### src/rtl/shape_processor_mc_pkg.sv
// Shared types and legality helpers for the multi-channel shape control block.
// SHAPE_PROCESSOR_MC_SHADOW_COMMIT_EN enables shadow SFRs with a commit strobe.
package shape_processor_mc_pkg;

  typedef enum logic [2:0] {
    CIRCLE     = 3'd0,
    RECTANGLE  = 3'd1,
    TRIANGLE   = 3'd2,
    KEEP_SHAPE = 3'd7
  } shape_e;

  typedef enum logic [2:0] {
    PERIMETER      = 3'd0,
    AREA           = 3'd1,
    IS_SQUARE      = 3'd2,
    IS_EQUILATERAL = 3'd3,
    IS_ISOSCELES   = 3'd4,
    KEEP_OPERATION = 3'd7
  } operation_e;

  typedef struct packed {
    shape_e     shape;
    operation_e operation;
  } ctrl_sfr_reg;

  localparam int SHAPE_LSB    = 0;
  localparam int OP_LSB       = 8;
  localparam int STAT_CNT_LSB = 8;
  localparam int STAT_CH_LSB  = 24;
  localparam int STAT_CH_W    = 4;

  localparam ctrl_sfr_reg CTRL_RST = '{
    shape:     CIRCLE,
    operation: PERIMETER
  };

  function automatic logic is_reserved_shape(
    input logic [2:0] s
  );
    return (s >= 3'd3) && (s <= 3'd6);
  endfunction

  function automatic logic is_reserved_operation(
    input logic [2:0] o
  );
    return (o == 3'd5) || (o == 3'd6);
  endfunction

  function automatic logic is_legal_combination(
    input logic [2:0] s,
    input logic [2:0] o
  );
    logic ok;
    ok = 1'b0;
    unique case (1'b1)
      s == CIRCLE:
        ok = (o == PERIMETER) || (o == AREA);
      s == RECTANGLE:
        ok = (o == PERIMETER) || (o == AREA)
          || (o == IS_SQUARE);
      s == TRIANGLE:
        ok = (o == PERIMETER) || (o == AREA)
          || (o == IS_EQUILATERAL)
          || (o == IS_ISOSCELES);
      default:
        ok = 1'b0;
    endcase
    return ok;
  endfunction

endpackage

### src/rtl/shape_processor_ctrl_channel.sv
// One CTRL channel: KEEP resolution, accept/reject and the SFR itself.
// SHAPE_PROCESSOR_MC_SHADOW_COMMIT_EN adds a shadow SFR and commit input.
module shape_processor_ctrl_channel
  import shape_processor_mc_pkg::*;
(
  input  logic        clk,
  input  logic        rst_n,
  input  logic        we,
  input  logic [2:0]  wr_shape,
  input  logic [2:0]  wr_op,
`ifdef SHAPE_PROCESSOR_MC_SHADOW_COMMIT_EN
  input  logic        commit,
`endif
  output ctrl_sfr_reg active,
  output ctrl_sfr_reg view,
  output logic        reject
);

  ctrl_sfr_reg base;
  ctrl_sfr_reg eff;
  logic        keep_s;
  logic        keep_o;
  logic        noop;
  logic        ok;
  logic        accept;

  always_comb begin
    keep_s = wr_shape == KEEP_SHAPE;
    keep_o = wr_op == KEEP_OPERATION;
    noop   = keep_s && keep_o;
    eff    = base;
    if (!keep_s) eff.shape = shape_e'(wr_shape);
    if (!keep_o) eff.operation = operation_e'(wr_op);
    ok = !is_reserved_shape(wr_shape)
      && !is_reserved_operation(wr_op)
      && is_legal_combination(eff.shape, eff.operation);
    accept = we && !noop && ok;
    reject = we && !noop && !ok;
  end

`ifdef SHAPE_PROCESSOR_MC_SHADOW_COMMIT_EN
  ctrl_sfr_reg shadow;

  // commit copies the pre-write shadow; a same-cycle write stays pending
  always_ff @(posedge clk or negedge rst_n) begin
    if (!rst_n) begin
      active <= CTRL_RST;
      shadow <= CTRL_RST;
    end else begin
      if (commit) active <= shadow;
      if (accept) shadow <= eff;
    end
  end

  assign base = shadow;
  assign view = shadow;
`else
  always_ff @(posedge clk or negedge rst_n) begin
    if (!rst_n) begin
      active <= CTRL_RST;
    end else if (accept) begin
      active <= eff;
    end
  end

  assign base = active;
  assign view = active;
`endif

endmodule

### src/rtl/shape_processor_mc.sv
// Multi-channel shape control: decode, STATUS, read mux and error pulse.
// SHAPE_PROCESSOR_MC_SHADOW_COMMIT_EN adds the commit port.
module shape_processor_mc_ctrl
  import shape_processor_mc_pkg::*;
#(
  parameter  int NUM_CHANNELS = 4,
  parameter  int ERR_CNT_W    = 8,
  localparam int ADDR_W       = $clog2(NUM_CHANNELS + 1)
) (
  input  logic                      clk,
  input  logic                      rst_n,
  input  logic                      write,
  input  logic [ADDR_W-1:0]         address,
  input  logic [31:0]               write_data,
  input  logic                      read,
`ifdef SHAPE_PROCESSOR_MC_SHADOW_COMMIT_EN
  input  logic                      commit,
`endif
  output logic [31:0]               read_data,
  output logic                      error,
  output logic [NUM_CHANNELS*3-1:0] ctrl_shape,
  output logic [NUM_CHANNELS*3-1:0] ctrl_operation
);

  localparam logic [ADDR_W-1:0] STATUS_ADDR =
    ADDR_W'(NUM_CHANNELS);

  ctrl_sfr_reg             act  [NUM_CHANNELS];
  ctrl_sfr_reg             view [NUM_CHANNELS];
  logic [NUM_CHANNELS-1:0] rej;

  logic                    addr_is_ctrl;
  logic                    addr_is_status;
  logic                    ctrl_reject;
  logic                    wr_reject;
  logic                    bad_read;
  logic                    status_rd;
  logic [STAT_CH_W-1:0]    ch_idx;

  logic                    sticky;
  logic [ERR_CNT_W-1:0]    err_cnt;
  logic [STAT_CH_W-1:0]    last_ch;
  logic [31:0]             status_word;
  logic [31:0]             rd_mux;

  assign addr_is_ctrl   = address < STATUS_ADDR;
  assign addr_is_status = address == STATUS_ADDR;
  assign ch_idx         = STAT_CH_W'(address);

  for (genvar ch = 0; ch < NUM_CHANNELS; ch++) begin : g_ch
    logic we;
    assign we = write && (address == ADDR_W'(ch));

    shape_processor_ctrl_channel u_ch (
      .clk      (clk),
      .rst_n    (rst_n),
      .we       (we),
      .wr_shape (write_data[SHAPE_LSB +: 3]),
      .wr_op    (write_data[OP_LSB +: 3]),
`ifdef SHAPE_PROCESSOR_MC_SHADOW_COMMIT_EN
      .commit   (commit),
`endif
      .active   (act[ch]),
      .view     (view[ch]),
      .reject   (rej[ch])
    );

    assign ctrl_shape[ch*3 +: 3]     = act[ch].shape;
    assign ctrl_operation[ch*3 +: 3] = act[ch].operation;
  end

  assign ctrl_reject = |rej;
  assign wr_reject   = ctrl_reject || (write && !addr_is_ctrl);
  assign bad_read    = read && !addr_is_ctrl && !addr_is_status;
  assign status_rd   = read && addr_is_status;

  always_comb begin
    status_word    = '0;
    status_word[0] = sticky;
    status_word[STAT_CNT_LSB +: ERR_CNT_W] = err_cnt;
    status_word[STAT_CH_LSB +: STAT_CH_W]  = last_ch;
  end

  always_comb begin
    rd_mux = '0;
    if (addr_is_status) rd_mux = status_word;
    for (int ch = 0; ch < NUM_CHANNELS; ch++) begin
      if (address == ADDR_W'(ch)) begin
        rd_mux = {21'b0, view[ch].operation,
                  5'b0, view[ch].shape};
      end
    end
  end

  // a rejection in the same cycle as a STATUS read restarts the record
  always_ff @(posedge clk or negedge rst_n) begin
    if (!rst_n) begin
      sticky  <= 1'b0;
      err_cnt <= '0;
      last_ch <= '0;
    end else if (wr_reject) begin
      sticky <= 1'b1;
      if (status_rd) begin
        err_cnt <= ERR_CNT_W'(1);
      end else if (!(&err_cnt)) begin
        err_cnt <= err_cnt + ERR_CNT_W'(1);
      end
      if (ctrl_reject) begin
        last_ch <= ch_idx;
      end else if (status_rd) begin
        last_ch <= '0;
      end
    end else if (status_rd) begin
      sticky  <= 1'b0;
      err_cnt <= '0;
      last_ch <= '0;
    end
  end

  always_ff @(posedge clk or negedge rst_n) begin
    if (!rst_n) begin
      read_data <= '0;
      error     <= 1'b0;
    end else begin
      if (read) read_data <= rd_mux;
      error <= wr_reject || bad_read;
    end
  end

endmodule

### config.mk
export PLATFORM = sky130hd
export DESIGN_NAME = shape_processor_mc_ctrl
export DESIGN_NICKNAME = d
export VERILOG_FILES = /design/src/rtl/shape_processor_mc_pkg.sv /design/src/rtl/shape_processor_ctrl_channel.sv /design/src/rtl/shape_processor_mc.sv
export SDC_FILE = /design/constraint.sdc
export NUM_CORES = 1
export LEC_CHECK = 0
export ABC_AREA = 1
export CORE_MARGIN = 2
export CORE_UTILIZATION = 35
export DETAILED_ROUTE_END_ITERATION = 7
export GPL_TIMING_DRIVEN = 1
export MAX_ROUTING_LAYER = met4
export PLACE_DENSITY = 0.61
export SYNTH_ARGS = -nofsm -noshare
export SYNTH_HDL_FRONTEND = slang
export SYNTH_HIERARCHICAL = 1
export SYNTH_SLANG_ARGS = --single-unit
### constraint.sdc
create_clock -name clk -period 1.6 [get_ports clk]
set_clock_uncertainty 0.05 [all_clocks]
set_input_delay 0.32 -clock clk [delete_from_list [all_inputs] [get_ports clk]]
set_output_delay 0.32 -clock clk [all_outputs]
set_load 0.1 [all_outputs]
**Word-level counts from Yosys, hierarchy flattened**

Index checks and enable logic that the tools add are counted.

- $add $sub $neg: 1
- Order comparisons: 3
- Eq/ne operators: 33
- Muxes and demuxes: 26
- Reductions and logical operators: 68

Operator list:

| cell | count |
|---|---|
| $mux 32 | 3 |
| $mux 28 | 2 |
| $eq 3x2->1 const B | 14 |
| $mux 8 | 4 |
| $eq 3x1->1 const B | 9 |
| $eq 3x3->1 const B | 9 |
| $logic_and 1x1->1 | 27 |
| $logic_not 3->1 | 9 |
| $mux 3 | 8 |
| $logic_or 1x1->1 | 19 |
| $mux 4 | 3 |
| $pmux 1 s3 | 4 |
| $logic_not 1->1 | 9 |
| $add 8x1->8 const B | 1 |
| $reduce_and 8->1 | 1 |
| $reduce_or 4->1 | 1 |
| $ge 3x2->1 const B | 1 |
| $le 3x3->1 const B | 1 |
| $lt 3x3->1 const B | 1 |
| $mux 1 | 2 |
| $ne 2x2->1 const B | 1 |
| $reduce_and 2->1 | 1 |
| $reduce_bool 2->1 | 1 |

- Register bits: 70
- Input port bits: 39
- Output and inout bits: 57
- Word-level logic and storage cells: 144

**Longest topological paths before layout**

- Depth after elaboration: 14
- Gate-level depth with buffers: 15
- Gate-level depth less buffers: 15

**Cells and area by module**

The synthesis kept the hierarchy.

Modules (own cells, without submodules):

| module | instances | cells an instance | area each (um^2) | seq. area each (um^2) |
|---|---|---|---|---|
| shape_processor_mc_ctrl | 1 | 227 | 1776.7 | 725.7 |
| shape_processor_ctrl_channel at g_ch[1].u_ch ... | 3 | 79 | 553.0 | 150.1 |
| shape_processor_ctrl_channel at g_ch[0].u_ch | 1 | 80 | 549.3 | 150.1 |

**Worst setup path before layout**

Ideal clock, no wire load.

- Path type: flip-flop to flip-flop
- From: register g_ch[1].u_ch/active[4] in the netlist's numbering
- To: register err_cnt[2]
- Library setup time: 0.074 ns
- Arrival time: 2.317 ns
- Required time: 1.476 ns
- Slack: -0.841 ns
- Cell stages (with the launch flop): 15
- Path buffers: 0
- Clock period less this slack: 2.441 ns
- Cell sequence: dfrtp_1 nor2_1 nor2_2 nand2_1 nand2_2 inv_2 nor2_4 a21boi_1 nor2_1 nand3_4 nand2_2 nand2_4 inv_4 nand2_1 o21ai_2

- Word-level cells in the longest chain between the ends: 10
- Elaborated cells on any way between the ends: 13
- Classes of those cells: 2 x eq/ne; 3 x mux; 8 x reduce/logical

Ends and longest elaborated chain:

| element | line | RTL |
|---|---|---|
| start: declaration | shape_processor_ctrl_channel.sv:14 | `output ctrl_sfr_reg active,` |
| start signal: assignment | shape_processor_ctrl_channel.sv:60 | `active <= CTRL_RST;` |
| start signal: assignment | shape_processor_ctrl_channel.sv:62 | `active <= eff;` |
| $mux 3 (*) | shape_processor_ctrl_channel.sv:32 | `if (!keep_s) eff.shape = shape_e'(wr_shape);` |
| $eq 3x2->1 (tied with other cells) | shape_processor_mc_pkg.sv:61 | `s == TRIANGLE:` |
| $pmux 1 s3 (*) | shape_processor_mc_pkg.sv:55 | `unique case (1'b1)` |
| $logic_and 1x1->1 (*) | shape_processor_ctrl_channel.sv:36 | `&& is_legal_combination(eff.shape, eff.operation);` |
| $logic_not 1->1 (*) | shape_processor_ctrl_channel.sv:38 | `reject = we && !noop && !ok;` |
| $logic_and 1x1->1 (*) | shape_processor_ctrl_channel.sv:38 |  |
| named net rej[1] | shape_processor_mc.sv:30 | `logic [NUM_CHANNELS-1:0] rej;` |
| $reduce_or 4->1 (*) | shape_processor_mc.sv:72 | `assign ctrl_reject = \|rej;` |
| $logic_or 1x1->1 (*) | shape_processor_mc.sv:73 | `assign wr_reject = ctrl_reject \|\| (write && !addr_is_ctrl);` |
| $reduce_bool 2->1 (no line) | n/a |  |
| $reduce_and 2->1 (no line) | n/a |  |
| end signal: assignment | shape_processor_mc.sv:106 | `err_cnt <= err_cnt + ERR_CNT_W'(1);` |
| end: declaration | shape_processor_mc.sv:41 | `logic [ERR_CNT_W-1:0] err_cnt;` |

Mark *: on every way through the listed nets, which the timed path passes. The rest lies on a longest branch.
A chain may end at the register's enable or synchronous reset.

**Worst setup path in the final report**

- From: register g_ch[2].u_ch/active[0] in the netlist's numbering
- To: register err_cnt[1]

- Word-level cells in the longest chain between the ends: 13
- Elaborated cells on any way between the ends: 19
- Classes of those cells: 4 x eq/ne; 3 x mux; 12 x reduce/logical

Ends and longest elaborated chain:

| element | line | RTL |
|---|---|---|
| start: declaration | shape_processor_ctrl_channel.sv:14 |  |
| start signal: assignment | shape_processor_ctrl_channel.sv:60 |  |
| start signal: assignment | shape_processor_ctrl_channel.sv:62 |  |
| $mux 3 (*) | shape_processor_ctrl_channel.sv:33 | `if (!keep_o) eff.operation = operation_e'(wr_op);` |
| $eq 3x1->1 or $logic_not 3->1 (tied branches) | shape_processor_mc_pkg.sv:57, shape_processor_mc_pkg.sv:59, shape_processor_mc_pkg.sv:62 |  |
| $logic_or 1x1->1 | shape_processor_mc_pkg.sv:57, shape_processor_mc_pkg.sv:59, shape_processor_mc_pkg.sv:62 |  |
| $logic_or 1x1->1 | shape_processor_mc_pkg.sv:63 | `\|\| (o == IS_EQUILATERAL)` |
| $logic_or 1x1->1 | shape_processor_mc_pkg.sv:64 | `\|\| (o == IS_ISOSCELES);` |
| $pmux 1 s3 (*) | shape_processor_mc_pkg.sv:55 |  |
| $logic_and 1x1->1 (*) | shape_processor_ctrl_channel.sv:36 |  |
| $logic_not 1->1 (*) | shape_processor_ctrl_channel.sv:38 |  |
| $logic_and 1x1->1 (*) | shape_processor_ctrl_channel.sv:38 |  |
| named net rej[2] | shape_processor_mc.sv:30 |  |
| $reduce_or 4->1 (*) | shape_processor_mc.sv:72 |  |
| $logic_or 1x1->1 (*) | shape_processor_mc.sv:73 |  |
| $reduce_bool 2->1 (no line) | n/a |  |
| $reduce_and 2->1 (no line) | n/a |  |

Marks and branches as above.

==> flow_summary_export.csv <==
group,metric,value,unit
sta,max_freq,533,MHz
grt,met2_usage,34.5,%
grt,antenna_found_initial,0,
drt,vias,4178,
grt,grt_max_degree,54,
sta,hold_slack,0.454,ns
floorplanning,initial_core_util,36.3,%
logic_synthesis,synth_area_leader_cell,"dfrtp_1",
logic_synthesis,synth.area.mux_share,0,%
place,hpwl,8900,um
drt,wl,12900,um
cts,clk_latency,0.30,ns
logic_synthesis,async_flop_share,100,%
worst_setup_path,worst_setup_path_start_kind,"register",
floorplanning,rows,38,
logic_synthesis,synthesis.area,3990,um2
grt,gr-max-usage-layer,"met2",
power_and_ir_drop,vdd_drop_max,0.000651,V
cts,clk_path_buf_depth,2,
worst_setup_path,critical_path_class,"register to register",
worst_setup_path,arrival,2.05,ns
drt,ant_nets,0,
grt,grt_pass1_wl,20400,um
worst_setup_path,cp.required,1.77,ns
worst_setup_path,end_kind,"register",
cts,htreeDepth,2,
sta,finalHoldViolCount,0,
grt,grt_pass1_vias,4076,
cells_and_area,utilization,57.6,%
logic_synthesis,ys_ff_latch,53,
power_and_ir_drop,leakage,0.00311,uW
grt,grt_overflow,0,
power_and_ir_drop,p_per_area,932,nW/um2
worst_hold_path,min-delay-path-class,"register to register",
logic_synthesis,synth_edf_count,0,
cts,cts_tree,"built",
grt,grt_use_met1,27.4,%
place,gp_congestion,0.946,
logic_synthesis,postSynthAreaPerCell,7.33,um2
logic_synthesis,synth-xor-area-share,0,%
place,dpl.cell_count,802,
logic_synthesis,synthTopCellsByArea,"dfrtp_1 33%, nand2_1 14%, buf_4 7.7%",
floorplanning,fp.dieArea,12300,um2
drt,drc,0,
logic_synthesis,netlist_top_cells_count,"150 x nand2_1, 57 x nor2_1, 53 x dfrtp_1",
floorplanning,core_area,11000,um2
sta,rsz0062_at_grt,"true",
cells_and_area,area_growth,58.6,%
drt,drt_iter0_markers,192,
sta,drv_slew,0,
cts,numClockSinks,53,
cells_and_area,layout.cells.non_filler,834,
sta,setup_violations,16,
cells_and_area,n_antenna_cell,0,
cells_and_area,layout-drive-gt1-share,44.4,%
drt,wire_per_inst,15.4,um
logic_synthesis,synth_ff_type,"dfrtp_1",
grt,track_usage,21.0,%
floorplanning,die_w,111,um
sta,period_minus_slack,1.88,ns
run,cap_violations,0,
cells_and_area,num-nets-final,733,
logic_synthesis,synth_cells,544,
drt,avgViaCountPerCell,5.01,
worst_setup_path,critPathMaxFanout,7,
floorplanning,io_pins,96,
grt,use_met3,2.68,%
sta,setup_ws,-0.277,ns
status,violations,"setup timing",
logic_synthesis,synth-adder-area-share,0.314,%
worst_setup_path,crit_chain,"inv_2 -> nand4_1 -> nand2_1 -> nand2_1 -> nand2_2 -> inv_2 -> nor2_4 -> a21boi_4 -> nor2_4 -> nand3_4 -> nand2_4 -> nand2_4 -> inv_8 -> nand2_2 -> o21ai_2",
floorplanning,die_h,111,um
logic_synthesis,ys_seq_area_share,33.3,%
worst_setup_path,crit_slowest_cell,"dfrtp_4",
logic_synthesis,synth-simple-area-share,43.0,%
logic_synthesis,yosysWarnings,6,
power_and_ir_drop,finalPower,5890,uW
place,port_buffers,52,
status,status,"complete, but fails checks",
logic_synthesis,synth-compound-area-share,8.82,%
logic_synthesis,yosys.area.top_type_share,33.3,%
cts,path_clk_slew,0.08,ns
logic_synthesis,synth_top_family_by_area,"simple AND/OR/NAND/NOR gates",
logic_synthesis,yosysMostFrequentCell,"nand2_1",
cts,numCtsBuffers,5,
logic_synthesis,ys_types,36,
worst_setup_path,critical-path-max-stage-delay,0.48,ns
drt,drtPass1Iterations,5,
sta,period_share,117,%
cts,root_buffer,"clkbuf_16",
-- flip-flops by register name (all words and copies together) (netlist names) --
name              cells
last_ch               4
err_cnt               8
read_data            15
g_ch.u_ch/active     24
sticky                1
error                 1
-- per-layer routing --
metal  wire length (um)  vias up
met5                  0        -
met4                220        0
met3                693       21
met2               6330      142
met1               5610     1991
li1                   -     2024
-- power by group --
part           total, uW  leakage, uW  switching [uW]  internal (uW)
sequential          1700     0.000669             161           1540
combinational       3030      0.00237            1930           1100
clock               1160    0.0000680             565            594
-- through the flow --
step	setup WS (ns)	TNS [ns]	area [um2]
after floorplan	-0.368	-4.33	4120
after global placement	-0.935	-28.01	5680
after detailed placement	-0.979	-29.18	5680
after CTS	-0.233	-2.60	6190
after global routing	-0.410	-5.84	6320
final	-0.277	-3.44	6320
-- repair_timing --
action	CTS	global route
resized for setup	68	35
gates cloned	5	0
hold buffers	1	0
setup endpoints to repair	38	36
hold endpoints to repair	53	0
buffers inserted	14	7
pin swaps	23	19
-- critical path: cells and delay by family, from the launching register on --
kind	cells	cell delay (ns)
DFF	1	0.48
and+or+nand+nor	10	0.94
buffers and inverters	3	0.19
AOI/OAI and AO/OA	2	0.14
-- cells by family (layout without fill, tap and decap cells) --
logic type      count (synthesis)  in the layout
simple gates                  335            335
buf+inv                       105            239
compound gates                 49             49
fa+ha+maj                       1              1
other cells                     1             17
flops                          53             53
-- worst paths after layout --
| check | start | end | slack, ns | cells after the start |
|---|---|---|---|---|
| hold / removal | sticky | sticky | 0.45 | 2 |
| setup / recovery | g_ch[2].u_ch/active[0] | err_cnt[1] | -0.28 | 15 |
| setup reg to reg | g_ch[2].u_ch/active[0] | err_cnt[1] | -0.28 | 15 |
| max in group asynchronous | rst_n | g_ch[2].u_ch/active[0] | 0.71 | 3 |
| hold reg to reg | sticky | sticky | 0.45 | 2 |
| min in group asynchronous | rst_n | read_data[15] | 0.52 | 3 |
-- cell usage in the layout (no fill, tap or decap), types with 10 or more instances in the layout --
master and n:
nor2_2 19, nor2_1 46, inv_2 10, o21ai_0 11, o21ai_1 12, nand2_1 137
nand3_1 40, conb_1 17, dfrtp_2 14, dfrtp_1 29, dfrtp_4 10, inv_1 46
nand2_2 20, nand4_1 32, nor2_4 13, buf_12 47, buf_4 100
-- area by class of cell --
type	instances	area (um2)
Fill cell	954	4660
Clock inverter	3	26.3
Inverter	60	240
Sequential cell	53	1380
Tap cell	140	175
Multi-Input combinational cell	402	2350
Clock buffer	5	125
Timing Repair Buffer	171	2020
Power figures use the tool's default switching activity.
